**src/rtl/serial_src_pkg.sv**
```systemverilog
// Shared definitions for the serial bit source.
//   state_t : FSM state encoding (IDLE=0, SHIFT=1, GAP=2)
//   GAP_W   : width of the idle-gap counter (gap length 0..255)
//   cnt_w() : width of the bit counter needed for a given word width
package serial_src_pkg;

  typedef enum logic [1:0] {
    S_IDLE  = 2'd0,
    S_SHIFT = 2'd1,
    S_GAP   = 2'd2
  } state_t;

  localparam int GAP_W = 8;

  // The bit counter only has to hold WIDTH-1, so clog2(WIDTH) bits suffice.
  function automatic int cnt_w(input int width);
    return (width < 2) ? 1 : $clog2(width);
  endfunction

endpackage

```
**src/rtl/down_counter.sv**
```systemverilog
// Loadable down counter with zero flag.
//   clk, rst : clock and asynchronous active-high reset (count -> 0)
//   load     : load value (has priority over dec)
//   dec      : decrement by one; holds at zero
//   value    : value to load
//   zero     : count is zero
module down_counter #(
  parameter int W = 8
) (
  input  logic         clk,
  input  logic         rst,
  input  logic         load,
  input  logic         dec,
  input  logic [W-1:0] value,
  output logic         zero
);

  logic [W-1:0] count;

  always_ff @(posedge clk or posedge rst) begin
    if (rst) begin
      count <= '0;
    end else if (load) begin
      count <= value;
    end else if (dec && (count != '0)) begin
      count <= count - 1'b1;
    end
  end

  assign zero = (count == '0);

endmodule

```
**src/rtl/serial_bit_source.sv**
```systemverilog
// Parallel-to-serial stimulus stage for a single-bit sequence detector input.
// Accepts a WIDTH-bit word over load_valid/load_ready and emits it one bit
// per clock on x, qualified by x_valid, with an optional idle gap afterwards.
//
// Handshake: a word transfers on any posedge where load_valid && load_ready.
// load_ready depends on registered state only; load_data is ignored while
// load_ready is low, so the word in flight is never disturbed.
//
// Ports:
//   clk, rst   : clock, asynchronous active-high reset
//   load_valid : word on load_data is offered
//   load_data  : word to serialize
//   load_ready : block can accept a word this cycle
//   x          : serial data bit (0 when x_valid is low)
//   x_valid    : x carries a data bit this cycle
//   word_done  : high while the last bit of a word is on x
//   busy       : state is SHIFT or GAP
//   dbg_state  : current FSM state (serial_src_pkg::state_t encoding)
module serial_bit_source
  import serial_src_pkg::*;
#(
  parameter int WIDTH      = 8,
  parameter int LSB_FIRST  = 0,
  parameter int GAP_CYCLES = 0
) (
  input  logic             clk,
  input  logic             rst,
  input  logic             load_valid,
  input  logic [WIDTH-1:0] load_data,
  output logic             load_ready,
  output logic             x,
  output logic             x_valid,
  output logic             word_done,
  output logic             busy,
  output logic [1:0]       dbg_state
);

  localparam int               CNT_W    = cnt_w(WIDTH);
  localparam logic [CNT_W-1:0] LAST_IDX = CNT_W'(WIDTH - 1);
  localparam bit               HAS_GAP  = (GAP_CYCLES > 0);
  localparam logic [GAP_W-1:0] GAP_INIT = HAS_GAP ? GAP_W'(GAP_CYCLES - 1) : '0;
  localparam bit               LSB_OUT  = (LSB_FIRST != 0);

  state_t           state;
  logic [WIDTH-1:0] sreg;
  logic [WIDTH-1:0] sreg_shifted;
  logic             out_bit;
  logic             in_shift;
  logic             last_bit;
  logic             accept;
  logic             bit_zero;
  logic             gap_zero;
  logic             bit_load;
  logic             bit_dec;
  logic             gap_load;
  logic             gap_dec;

  // The output end of the register is bit WIDTH-1 for MSB-first and bit 0
  // for LSB-first; shifting always moves the next bit toward that end.
  always_comb begin
    out_bit      = LSB_OUT ? sreg[0] : sreg[WIDTH-1];
    sreg_shifted = LSB_OUT ? {1'b0, sreg[WIDTH-1:1]} : {sreg[WIDTH-2:0], 1'b0};
  end

  always_comb begin
    in_shift   = (state == S_SHIFT);
    last_bit   = in_shift && bit_zero;
    // In gapless mode the next word is taken while the last bit is on x.
    load_ready = (state == S_IDLE) || (last_bit && !HAS_GAP);
    accept     = load_valid && load_ready;
    bit_load   = accept;
    bit_dec    = in_shift && !bit_zero;
    gap_load   = last_bit && HAS_GAP;
    gap_dec    = (state == S_GAP) && !gap_zero;
  end

  // Outputs decode registered state only.
  assign x         = in_shift && out_bit;
  assign x_valid   = in_shift;
  assign word_done = last_bit;
  assign busy      = (state != S_IDLE);
  assign dbg_state = state;

  down_counter #(.W(CNT_W)) bit_cnt (
    .clk   (clk),
    .rst   (rst),
    .load  (bit_load),
    .dec   (bit_dec),
    .value (LAST_IDX),
    .zero  (bit_zero)
  );

  down_counter #(.W(GAP_W)) gap_cnt (
    .clk   (clk),
    .rst   (rst),
    .load  (gap_load),
    .dec   (gap_dec),
    .value (GAP_INIT),
    .zero  (gap_zero)
  );

  always_ff @(posedge clk or posedge rst) begin
    if (rst) begin
      state <= S_IDLE;
      sreg  <= '0;
    end else begin
      case (state)
        S_IDLE: begin
          if (accept) begin
            sreg  <= load_data;
            state <= S_SHIFT;
          end
        end
        S_SHIFT: begin
          if (!bit_zero) begin
            sreg <= sreg_shifted;
          end else if (HAS_GAP) begin
            state <= S_GAP;
          end else if (accept) begin
            sreg <= load_data;
          end else begin
            state <= S_IDLE;
          end
        end
        S_GAP: begin
          if (gap_zero) begin
            state <= S_IDLE;
          end
        end
        default: state <= S_IDLE;
      endcase
    end
  end

endmodule
```
**config.mk**
```make
export PLATFORM = sky130hd
export DESIGN_NAME = serial_bit_source
export DESIGN_NICKNAME = d
export VERILOG_FILES = /design/src/rtl/serial_src_pkg.sv /design/src/rtl/down_counter.sv /design/src/rtl/serial_bit_source.sv
export SDC_FILE = /design/constraint.sdc
export NUM_CORES = 1
export LEC_CHECK = 0
export ABC_AREA = 1
export BUFFER_PORTS_ARGS = -buffer_cell sky130_fd_sc_hd__buf_2
export CELL_PAD_IN_SITES_DETAIL_PLACEMENT = 1
export CELL_PAD_IN_SITES_GLOBAL_PLACEMENT = 1
export CORE_UTILIZATION = 39
export CTS_CLUSTER_SIZE = 30
export DETAILED_ROUTE_END_ITERATION = 12
export GPL_TIMING_DRIVEN = 1
export PLACE_DENSITY = 0.84
export SLEW_MARGIN = 20
export SYNTH_ARGS = -nofsm -noshare
export SYNTH_HDL_FRONTEND = slang
export SYNTH_HIERARCHICAL = 1
export SYNTH_SLANG_ARGS = --single-unit
```
**constraint.sdc**
```tcl
create_clock -name clk -period 4.05 [get_ports clk]
set_input_delay 0.81 -clock clk [delete_from_list [all_inputs] [get_ports clk]]
set_output_delay 0.81 -clock clk [all_outputs]
set_load 0.005 [all_outputs]
```
==> results.yml, run 1 <==
floorplan:
  ios: 18
  die_w_um: 44.6
  core_area_sq_um: 1710
  die-area_sq_um: 1990
  std_cell_rows: 15
  start_util: 0.414
  die_height_um: 44.6
clock_network:
  cts.sinks: 12
  numCtsBuffers: 3
  clk_pin_slew_ns: 0.07
  hold_buffers: 0
  clock-root-buffer: "clkbuf_4"
  ctsResizeCount: 0
  insertion_delay_ns: 0.28
  cts_tree: "done"
  cts_max_path_buffers: 2
  cts_setup_buffers: 0
  htree_levels: 1
logic_synthesis:
  yosysSeqAreaShare: 0.425
  synth_cell_types: 15
  synth.cell_area_sq_um: 707
  synth_cells: 88
  syn-mean-instance-area_sq_um: 8.03
  ys_ff_latch: 12
  yosys_warnings: 6
final_layout:
  multi_input_area_sq_um: 308
  fill_cells: 233
  final-seq-area_sq_um: 300
  final_layout_size_suffix_gt1_frac: 0.276
  antennaDiodeCount: 0
  syn2layout_area_growth_pct: 14.3
  nets: 119
drt:
  routedWlPerCell_um: 10.9
  drt_iter0_markers: 4
  route.vias.total: 600
  vias_per_cell: 4.62
  drt_pass1_iterations: 3
  ant_nets: 0
  drc: 0
  drt-total-wl_um: 1410
sta:
  fin_worst_skew_ns: 0.00959
  finalSetupViolCount: 0
  hold_viol_final: 0
  fmax_mhz: 425
  hold_slack_ns: 0.399
  setup-tns-final_ns: 0
  timing.final.crit_period_ns: 2.35
  grt_setup_unrepaired: "false"
  slew_viol_final: 0
  timing.final.crit_share: 0.581
outcome:
  status: "finished, final reports clean"
global_routing:
  grt_max_degree: 19
  first_global_vias: 557
  grt.total_usage: 0.163
  overflow: 0
  antenna_found_initial: 0
  grt_first_pass_wirelength_um: 2300
worst_setup_path:
  timing.critical_path.from_type: "flip-flop"
  crit_path_top_delay_cell: "dfrtp_1"
  cp.arrival_ns: 1.54
  critical_path.max_stage_delay_ns: 0.40
  path_common_cell: "ha_1"
  path_max_fanout: 18
  r2r_cells: 11
  cp-end-kind: "output port"
  path_buf_inv: 3
  critical_path.top_delay_family: "adder cells"
  path_class: "reg2out"
  cp.required_ns: 3.24
  cp.depth: 6
  worstPathCellList: "inv_1 -> ha_1 -> ha_1 -> inv_2 -> nand2_4 -> buf_2"
placed_design:
  dp_hpwl_um: 1130
  port_buffers: 16
  gp_congestion: 0.682
power:
  pwr_density_cell_nw_per_um2: 759
  leakage_nw: 0.451
  ir_worst_vdd_mv: 0.242
hold_path:
  hold_class: "in2async"
flow_run:
  cap_violations: 0
-- cell type report --
class / instances / area share
Tap cell: 25 / 0.0387
Timing Repair Buffer: 16 / 0.0991
Multi-Input combinational cell: 59 / 0.381
Inverter: 14 / 0.0650
Sequential cell: 12 / 0.372
Clock buffer: 4 / 0.0449
-- final timing paths --
check	start	end	slack, ns
setup / recovery	bit_cnt/count[0]$_DFFE_PP0P_	load_ready	1.70
hold / removal	rst	bit_cnt/count[2]$_DFFE_PP0P_	0.40
setup reg to reg	bit_cnt/count[0]$_DFFE_PP0P_	bit_cnt/count[0]$_DFFE_PP0P_	2.31
hold reg to reg	sreg[5]$_DFF_PP0_	sreg[6]$_DFF_PP0_	0.50
max in group asynchronous	rst	sreg[1]$_DFF_PP0_	3.30
min in group clk	sreg[5]$_DFF_PP0_	sreg[6]$_DFF_PP0_	0.50
-- synth_stat cells --
cell     number  area [sq um]
buf_4         3          22.5
nand3_2       3          30.0
nand3_1      22           110
nand2_1      21          78.8
buf_6         1          11.3
nand2_4       1          11.3
inv_2         3          11.3
nor2_4        1          11.3
o21ai_0       4          20.0
ha_1          2          25.0
dfrtp_1      12           300
buf_12        1          20.0
inv_1        11          41.3
nand2_2       1          6.26
conb_1        2          7.51
-- routing by layer --
metal,share of wire,track usage,wire length [um],vias to the layer above
met3,0.039,0.0367,55,5
met1,0.46,0.207,655,274
met5,0,0,0,-
met2,0.47,0.247,665,14
met4,0.024,0.109,34,0
li1,-,-,-,307
-- kinds of logic after synthesis --
kind of cell | synth area share
fa+ha+maj | 0.0354
simple gates | 0.350
compound gates | 0.0283
flops | 0.425
other cells | 0.0106
buf+inv | 0.150
-- through the flow --
step                      std cells  area (sq um)  worst slack [ns]  total power (W)  utilization
after global routing            130           808              1.60         0.000679        0.473
final                           130           808              1.70         0.000613        0.473
after floorplan                  90           714              2.14         0.000477            -
after detailed placement        126           772              1.99         0.000528        0.452
after CTS                       130           808              1.67         0.000627        0.473
after global placement          126           772              2.05         0.000507        0.452
-- worst register-to-register path: cells and delay by family, from the launching register on --
family	cells	cell delay, ns
AND/OR/NAND/NOR	5	0.49
adder cells (fa/ha/maj)	2	0.42
flip-flops	1	0.40
buffers and inverters	3	0.30
AO/OA/AOI/OAI	1	0.08
-- where the power goes --
group          internal [W]  total (W)  switching [W]
clock network     0.0000547  0.0000972      0.0000424
logic              0.000115   0.000309       0.000195
registers          0.000174   0.000207      0.0000330
-- registers in the layout (all words and copies together), names as in the netlist --
name	count
bit_cnt/count	3
dbg_state	1
sreg	8
-- cell usage in the layout (no fill, tap or decap), drive strengths merged --
cell type / synthesis / layout
buf: 5 / 16
clkbuf: 0 / 4
inv: 14 / 14
nand3: 25 / 25
o21ai: 4 / 4
nand2: 23 / 23
ha: 2 / 2
nor2: 1 / 1
dfrtp: 12 / 12
conb: 2 / 4
Note: power is estimated with default switching activity, not from simulation.
==> run 2: changes to the inputs <==
--- a/config.mk
+++ b/config.mk
@@ -9,11 +9,11 @@
 export BUFFER_PORTS_ARGS = -buffer_cell sky130_fd_sc_hd__buf_2
 export CELL_PAD_IN_SITES_DETAIL_PLACEMENT = 1
 export CELL_PAD_IN_SITES_GLOBAL_PLACEMENT = 1
-export CORE_UTILIZATION = 39
+export CORE_UTILIZATION = 36
 export CTS_CLUSTER_SIZE = 30
 export DETAILED_ROUTE_END_ITERATION = 12
 export GPL_TIMING_DRIVEN = 1
-export PLACE_DENSITY = 0.84
+export PLACE_DENSITY = 0.78
 export SLEW_MARGIN = 20
 export SYNTH_ARGS = -nofsm -noshare
 export SYNTH_HDL_FRONTEND = slang
==> constraint.sdc (replaced) <==
create_clock -name clk -period 2.39 [get_ports clk]
set_input_delay 0.478 -clock clk [delete_from_list [all_inputs] [get_ports clk]]
set_output_delay 0.478 -clock clk [all_outputs]
set_load 0.005 [all_outputs]
==> results.yml, run 2 (same netlist as run 1, synthesis figures left out) <==
outcome:
  status: "finished, final reports clean"
worst_setup_path:
  path_class: "reg2out"
  path_buf_inv: 3
  path_common_cell: "ha_1"
  worstPathCellList: "inv_1 -> ha_1 -> ha_1 -> inv_2 -> nand2_4 -> buf_2"
  cp-end-kind: "output port"
  critical_path.max_stage_delay_ns: 0.38
  crit_path_top_delay_cell: "dfrtp_1"
  timing.critical_path.from_type: "flip-flop"
  critical_path.top_delay_family: "adder cells"
  path_max_fanout: 18
  cp.arrival_ns: 1.54
  cp.required_ns: 1.91
global_routing:
  first_global_vias: 569
  antenna_found_initial: 0
  met3_usage: 0.0235
  grt.total_usage: 0.167
  use_met2: 0.258
  overflow: 0
  busiest_layer: "met2"
  grt_max_degree: 19
  met1_usage: 0.216
  grt_first_pass_wirelength_um: 2440
final_layout:
  largest-register: "sreg"
  layout_commonest_cell: "nand3_1"
  final-seq-area_sq_um: 300
  syn2layout_area_growth_pct: 14.3
  final_cell_mix: "nand3_1 (22), nand2_1 (21), buf_2 (16)"
  multi_input_area_sq_um: 308
  fill_cells: 230
  final_layout_size_suffix_gt1_frac: 0.276
  nets: 119
  antennaDiodeCount: 0
  largest_register_ffs: 8
  stdcell_count: 130
power:
  pwr_density_cell_nw_per_um2: 1290
  ir_worst_vdd_mv: 0.486
  leakage_nw: 0.451
placed_design:
  dp_hpwl_um: 1080
  dpl.cell_count: 126
  port_buffers: 16
  gp_congestion: 0.759
clock_network:
  cts_setup_buffers: 0
  insertion_delay_ns: 0.28
  clock-root-buffer: "clkbuf_4"
  cts_max_path_buffers: 2
  ctsResizeCount: 0
  cts_tree: "done"
  numCtsBuffers: 3
  htree_levels: 1
  clk_pin_slew_ns: 0.09
  hold_buffers: 0
  cts.sinks: 12
drt:
  vias_per_cell: 4.55
  route.vias.total: 592
  drc: 0
  drt-total-wl_um: 1410
  drt_iter0_markers: 6
  ant_nets: 0
  drt_pass1_iterations: 4
  routedWlPerCell_um: 10.9
floorplan:
  die_w_um: 46.3
  core_area_sq_um: 1780
  die_height_um: 46.3
  std_cell_rows: 15
  die-area_sq_um: 2150
  start_util: 0.396
  ios: 18
sta:
  hold_viol_final: 0
  setup-tns-final_ns: 0
  slew_viol_final: 0
  fin_worst_skew_ns: 0.00982
  fmax_mhz: 495
  timing.final.crit_period_ns: 2.02
  timing.final.crit_share: 0.845
  finalSetupViolCount: 0
  grt_setup_unrepaired: "false"
flow_run:
  cap_violations: 0
hold_path:
  hold_class: "in2async"
[run 2: cell counts in the layout (fill, tap and decap cells not counted)]
Identical to the previous run, type by type.
[run 2: layout make-up]
cell class | count | area share
multi-input cells | 59 | 0.381
flip-flops and latches | 12 | 0.372
repair buffers | 16 | 0.0991
inverters | 14 | 0.0650
clock buffers | 4 | 0.0449
well taps | 25 | 0.0387
[run 2: final timing paths]
check                                               end  slack, ns  cells after the start                    startpoint
min reg2reg                           sreg[2]$_DFF_PP0_       0.50                      2             sreg[1]$_DFF_PP0_
max in group asynchronous             sreg[0]$_DFF_PP0_       1.95                      2                           rst
max reg2reg                bit_cnt/count[1]$_DFFE_PP0P_       0.65                     10  bit_cnt/count[0]$_DFFE_PP0P_
min                        bit_cnt/count[0]$_DFFE_PP0P_       0.06                      2                           rst
max                                          load_ready       0.37                      6  bit_cnt/count[0]$_DFFE_PP0P_
min in group clk                      sreg[6]$_DFF_PP0_       0.42                      3                  load_data[6]
[run 2: worst reg2reg max path: stages, from the launching register on]
cell,delay (ns)
dfrtp_1,0.41
inv_1,0.06
ha_1,0.14
ha_1,0.26
inv_2,0.07
nand2_4,0.17
nand2_1,0.09
inv_1,0.18
o21ai_0,0.13
nand2_1,0.07
nand2_1,0.04
[run 2: per-stage QoR]
step                utilization  setup WS [ns]  hold slack [ns]  instance area, sq um  total power, W
CTS                       0.453          0.360           0.0619                   808         0.00106
floorplan                     -          0.812            0.232                   714        0.000808
global route              0.453          0.291           0.0804                   808         0.00116
detailed placement        0.433          0.655            0.370                   772        0.000892
finish                    0.453          0.371           0.0574                   808         0.00105
global placement          0.433          0.717            0.361                   772        0.000871
[run 2: per-layer routing]
layer  share of wire  up-vias  wire length (um)
met1            0.50      268               701
met4           0.015        0                21
li1                -      308                 -
met5               0        -                 0
met3           0.036        2                51
met2            0.45       14               638
[run 2: report_power, final]
part | leakage [nW] | switching (W) | total (W) | internal [W]
Combinational | 0.280 | 0.000329 | 0.000524 | 0.000195
Clock | 0.0210 | 0.0000781 | 0.000171 | 0.0000927
Sequential | 0.149 | 0.0000577 | 0.000352 | 0.000294
